<file path="config.mk">
export PLATFORM = sky130hd
export DESIGN_NAME = sfr_int_ctrl
export DESIGN_NICKNAME = d
export VERILOG_FILES = /design/src/rtl/sfr_int_ctrl.sv
export SDC_FILE = /design/constraint.sdc
export NUM_CORES = 1
export LEC_CHECK = 0
export CAP_MARGIN = 20
export CORE_ASPECT_RATIO = 0.5
export CORE_MARGIN = 2
export CORE_UTILIZATION = 47
export DETAILED_ROUTE_END_ITERATION = 8
export HOLD_SLACK_MARGIN = 0.03
export PLACE_DENSITY = 0.94
export SLEW_MARGIN = 30
export SYNTH_ARGS = -nofsm -noshare
export SYNTH_HDL_FRONTEND = slang
export SYNTH_SLANG_ARGS = --single-unit
</file>
<file path="constraint.sdc">
create_clock -name clock -period 3 [get_ports clock]
set_clock_uncertainty 0.2 [all_clocks]
set_input_delay 0.6 -clock clock [delete_from_list [all_inputs] [get_ports clock]]
set_output_delay 0.6 -clock clock [all_outputs]
set_load 0.05 [all_outputs]
</file>
<file path="src/rtl/sfr_int_ctrl.sv">
// SFR-mapped interrupt controller: per-source trigger detection, lowest-index arbitration and a
// single-level request/service handshake. Define INT_SYNC_EN for a two-flop input synchronizer.
module sfr_int_ctrl #(
    parameter int unsigned NSRC = 16
) (
    input  logic                  clock,
    input  logic                  nreset,
    input  logic [NSRC-1:0]       int_src,
    input  logic [7:0]            icr,
    input  logic [NSRC-1:0]       int_mask,
    input  logic [2*NSRC-1:0]     trig_cfg,
    input  logic                  irq_ack,
    input  logic                  irq_done,
    output logic                  irq,
    output logic [3:0]            irq_vector,
    output logic [31:0]           status
);

    localparam logic [1:0] StIdle    = 2'd0;
    localparam logic [1:0] StReq     = 2'd1;
    localparam logic [1:0] StService = 2'd2;

    logic [NSRC-1:0] in_stage;
    logic [NSRC-1:0] s_q, p_q;
    logic [NSRC-1:0] pending_q, pending_d;
    logic [1:0]      state_q, state_d;
    logic            irq_q, irq_d;
    logic [3:0]      irq_vector_q, irq_vector_d;
    logic [NSRC-1:0] qual;
    logic [3:0]      first_idx;
    logic            ack_fire;
    logic            unused_icr;

    assign unused_icr = ^icr[7:1];

`ifdef INT_SYNC_EN
    logic [NSRC-1:0] sync1_q, sync2_q;

    always_ff @(posedge clock or negedge nreset) begin
        if (!nreset) begin
            sync1_q <= '0;
            sync2_q <= '0;
        end else begin
            sync1_q <= int_src;
            sync2_q <= sync1_q;
        end
    end

    assign in_stage = sync2_q;
`else
    logic [NSRC-1:0] in_q;

    always_ff @(posedge clock or negedge nreset) begin
        if (!nreset) begin
            in_q <= '0;
        end else begin
            in_q <= int_src;
        end
    end

    assign in_stage = in_q;
`endif

    // s is the sampled source, p its previous value; both start at zero after reset
    always_ff @(posedge clock or negedge nreset) begin
        if (!nreset) begin
            s_q <= '0;
            p_q <= '0;
        end else begin
            s_q <= in_stage;
            p_q <= s_q;
        end
    end

    assign ack_fire = (state_q == StReq) && irq_ack;

    // Edge modes hold until acknowledged; a coincident new edge wins over the clear
    always_comb begin
        logic [1:0] mode;
        logic       clr;
        pending_d = '0;
        for (int i = 0; i < int'(NSRC); i++) begin
            mode = trig_cfg[2*i +: 2];
            clr  = ack_fire && (irq_vector_q == 4'(i));
            case (mode)
                2'b00:   pending_d[i] = s_q[i];
                2'b01:   pending_d[i] = ~s_q[i];
                2'b10:   pending_d[i] = (s_q[i] & ~p_q[i]) | (pending_q[i] & ~clr);
                default: pending_d[i] = (~s_q[i] & p_q[i]) | (pending_q[i] & ~clr);
            endcase
        end
    end

    assign qual = pending_q & int_mask;

    always_comb begin
        first_idx = 4'd0;
        for (int i = int'(NSRC) - 1; i >= 0; i--) begin
            if (qual[i]) begin
                first_idx = 4'(i);
            end
        end
    end

    always_comb begin
        state_d      = state_q;
        irq_d        = irq_q;
        irq_vector_d = irq_vector_q;
        case (state_q)
            StIdle: begin
                if (icr[0] && (|qual)) begin
                    irq_vector_d = first_idx;
                    irq_d        = 1'b1;
                    state_d      = StReq;
                end
            end
            StReq: begin
                if (irq_ack) begin
                    irq_d   = 1'b0;
                    state_d = StService;
                end
            end
            StService: begin
                if (irq_done) begin
                    state_d = StIdle;
                end
            end
            default: begin
                irq_d   = 1'b0;
                state_d = StIdle;
            end
        endcase
    end

    always_ff @(posedge clock or negedge nreset) begin
        if (!nreset) begin
            pending_q    <= '0;
            state_q      <= StIdle;
            irq_q        <= 1'b0;
            irq_vector_q <= 4'd0;
        end else begin
            pending_q    <= pending_d;
            state_q      <= state_d;
            irq_q        <= irq_d;
            irq_vector_q <= irq_vector_d;
        end
    end

    assign irq        = irq_q;
    assign irq_vector = irq_vector_q;
    assign status     = {10'd0, (state_q == StService), irq_q, irq_vector_q, pending_q};

endmodule

</file>
==> flow_metrics.py <==
metrics = {
    "sta": {
        "slew-limit-headroom_pct": 58.5,
        "finalCritPeriodShare_pct": 87.7,
        "fmax_mhz": 380,
        "maxSlewViolCount": 0,
        "setup_violations": 0,
        "rsz0062_at_grt": "false",
        "period_needed_ps": 2630,
        "hold_viol": 0,
        "worstMarginPinSlew_ps": 623,
        "worst_hold_slack_ps": 76.1,
        "tns_ps": 0,
    },
    "job": {
        "maxCapViolCount": 0,
    },
    "synth": {
        "synthXorXnorAreaFrac_pct": 0,
        "synth_cells": 249,
        "synth_top_area_share_pct": 61.2,
        "yosys.area.top_type": "dfrtp_1",
        "synth_top_family_by_area": "simple AND/OR/NAND/NOR gates",
        "synthesis.area_um2": 2900,
        "avgSynthCellArea_um2": 11.7,
        "ys_top_cells_by_area": "dfrtp_1 61%, nand3b_1 5.7%, nand2_1 4.3%, nand2b_1 4.1%, buf_4 3.9%",
        "synthMuxAreaShare_pct": 0.388,
        "yosysSeqAreaShare_pct": 61.2,
        "synth_fa_ha_area_share_pct": 0,
        "synth_compound_area_share_pct": 14.0,
        "yosys.cell_types.count": 32,
        "ys_ff_latch": 71,
        "ys_warn_count": 0,
        "synth_ff_type": "dfrtp_1",
        "synth-simple-area-share_pct": 19.5,
        "synth_edf_count": 0,
        "synthArstFlopShare_pct": 100,
    },
    "drt": {
        "dr_wl_met2_um": 4600,
        "route.met3.wl_um": 686,
        "drtIter0Drc": 224,
        "remaining_drc_errors": 0,
        "maxUsedRoutingLayer": "met4",
        "met1_length_um": 3300,
        "routed_wl_um": 9220,
        "antenna_left": 0,
        "first_pass_iters": 5,
        "post_drt_wl_per_cell_um": 21.2,
        "vias_per_cell": 6.01,
        "via_count": 2613,
    },
    "clocking": {
        "cts_setup_buffers": 0,
        "cts.sinks": 71,
        "cts.path.max_buffers": 2,
        "clk_pin_slew_ps": 60,
        "cts_buffers": 9,
        "htreeDepth": 3,
        "postCtsHoldBufs": 0,
        "cts_tree": "yes",
        "worstSkewPairLatency_ps": 330,
        "root_buffer": "clkbuf_16",
        "cts_resized": 0,
    },
    "place": {
        "gp_congestion": 0.789,
        "dpl_cell_area_um2": 3910,
        "portBuffers": 95,
        "place_inst": 419,
        "dp_hpwl_um": 5850,
    },
    "global_route": {
        "grt_first_pass_wirelength_um": 14200,
        "grt_antenna_before_repair": 0,
        "grt_pass1_vias": 2751,
        "grt_max_degree": 47,
        "track_usage_pct": 28.6,
        "overflow": 0,
    },
    "worst_setup_path": {
        "critPathLaunchType": "flop",
        "r2r_cells": 5,
        "worst_ep_required_time_ps": 2200,
        "r2r-start": "state_q[1]$_DFFE_PN0P_",
        "end_kind": "primary output",
        "crit_chain": "clkdlybuf4s50_1",
        "crit_start": "irq_vector[2]$_DFFE_PN0P_",
        "worstPathArrival_ps": 1830,
        "critPathBufInv": 1,
        "cp_slowest_cell": "clkdlybuf4s50_1",
        "criticalPathCategory": "flop to primary output",
        "cpLargestDelayFamily": "buffers and inverters",
        "crit_fanout": 10,
        "r2r-end": "pending_q[1]$_DFF_PN0_",
        "r2r_slack_ps": 1010,
        "max_stage_delay_ps": 900,
    },
    "cells_and_area": {
        "drive_gt1_share_pct": 6.70,
        "fin_util_pct": 70.2,
        "regArea_um2": 1780,
        "layout_common_cells": "94 x clkdlybuf4s50_1, 71 x dfrtp_1, 33 x nand2_1",
        "final_common_cell": "clkdlybuf4s50_1",
        "finalNetCount": 429,
        "fin_area_um2": 4220,
        "synthToLayoutAreaGrowth_pct": 45.4,
        "fillCellCount": 355,
        "num_antenna_cells": 0,
        "multi_input_area_um2": 1020,
        "stdcell_count": 435,
    },
    "pwr": {
        "p_leak_uw": 0.00179,
        "irDropWorstVdd_v": 0.000372,
        "powerDensity_nw_per_um2": 791,
    },
    "floorplan": {
        "dieWidth_um": 115,
        "io-pin-count": 113,
        "die_area_um2": 6860,
        "core-area_um2": 6010,
        "initial_core_util_pct": 48.3,
        "rows": 20,
        "die_h_um": 59.6,
    },
    "min_path": {
        "holdCritPathClass": "primary input to async pin",
    },
    "status": {
        "status": "finished clean",
    },
}
==> power breakdown <==
part | switching (uW) | total, uW | internal (uW)
Sequential | 153 | 1220 | 1060
Clock | 404 | 1090 | 690
Combinational | 651 | 1030 | 375
==> state kept, by name, summed over array words and instances, names as in the netlist <==
register / flops
in_q: 16
irq: 1
irq_vector: 4
p_q: 16
pending_q: 16
s_q: 16
state_q: 2
==> metal layers <==
layer / track usage, % / vias up
met2: 49.1 / 183
met1: 30.9 / 1272
met4: 21.9 / 0
met5: 0 / -
li1: - / 1088
met3: 8.38 / 70
==> synthesized netlist by cell type (all sizes together) (3+ instances only) <==
library cell	n
o211ai	12
o21ai	5
nand2b	19
a22oi	9
a311o	4
a211oi	5
buf	15
nand2	33
a31oi	3
dfrtp	71
o311a	4
inv	7
nand3b	23
a21oi	7
nand3	14
==> stage by stage <==
stage	power, uW	setup WS, ps
finish	3340	369
global route	3430	343
CTS	3320	384
detailed placement	2210	441
global placement	2170	497
floorplan	1820	989
==> cell type report <==
| type | instances | area share [%] |
|---|---|---|
| repair buffers | 99 | 23.4 |
| inverters | 7 | 0.623 |
| multi-input cells | 165 | 24.2 |
| clock inverters | 4 | 1.28 |
| flip-flops and latches | 71 | 42.1 |
| clock buffers | 12 | 6.08 |
| well taps | 77 | 2.28 |
==> worst max path at each step <==
stage | to | cells after the start
after floorplan | irq_vector[2]$_DFFE_PN0P_ | 4
after global placement | pending_q[0]$_DFF_PN0_ | 5
after detailed placement | pending_q[0]$_DFF_PN0_ | 5
after CTS | status[21] | 2
after global routing | status[21] | 2
final | status[18] | 1
==> worst reg2reg max path: stages, from the launching register on <==
cell,delay (ps)
dfrtp_1,410
nand3b_4,190
nor2_1,130
nand2_1,210
o311a_1,390
a311o_1,330
==> kinds of logic (layout without fill, tap and decap cells) <==
logic type             count (synthesis)  after routing
and+or+nand+nor                       99             99
DFF                                   71             71
AOI/OAI and AO/OA                     55             55
buffers and inverters                 22            122
other                                  1             10
muxes                                  1              1
(Power assumes the default switching activity.)
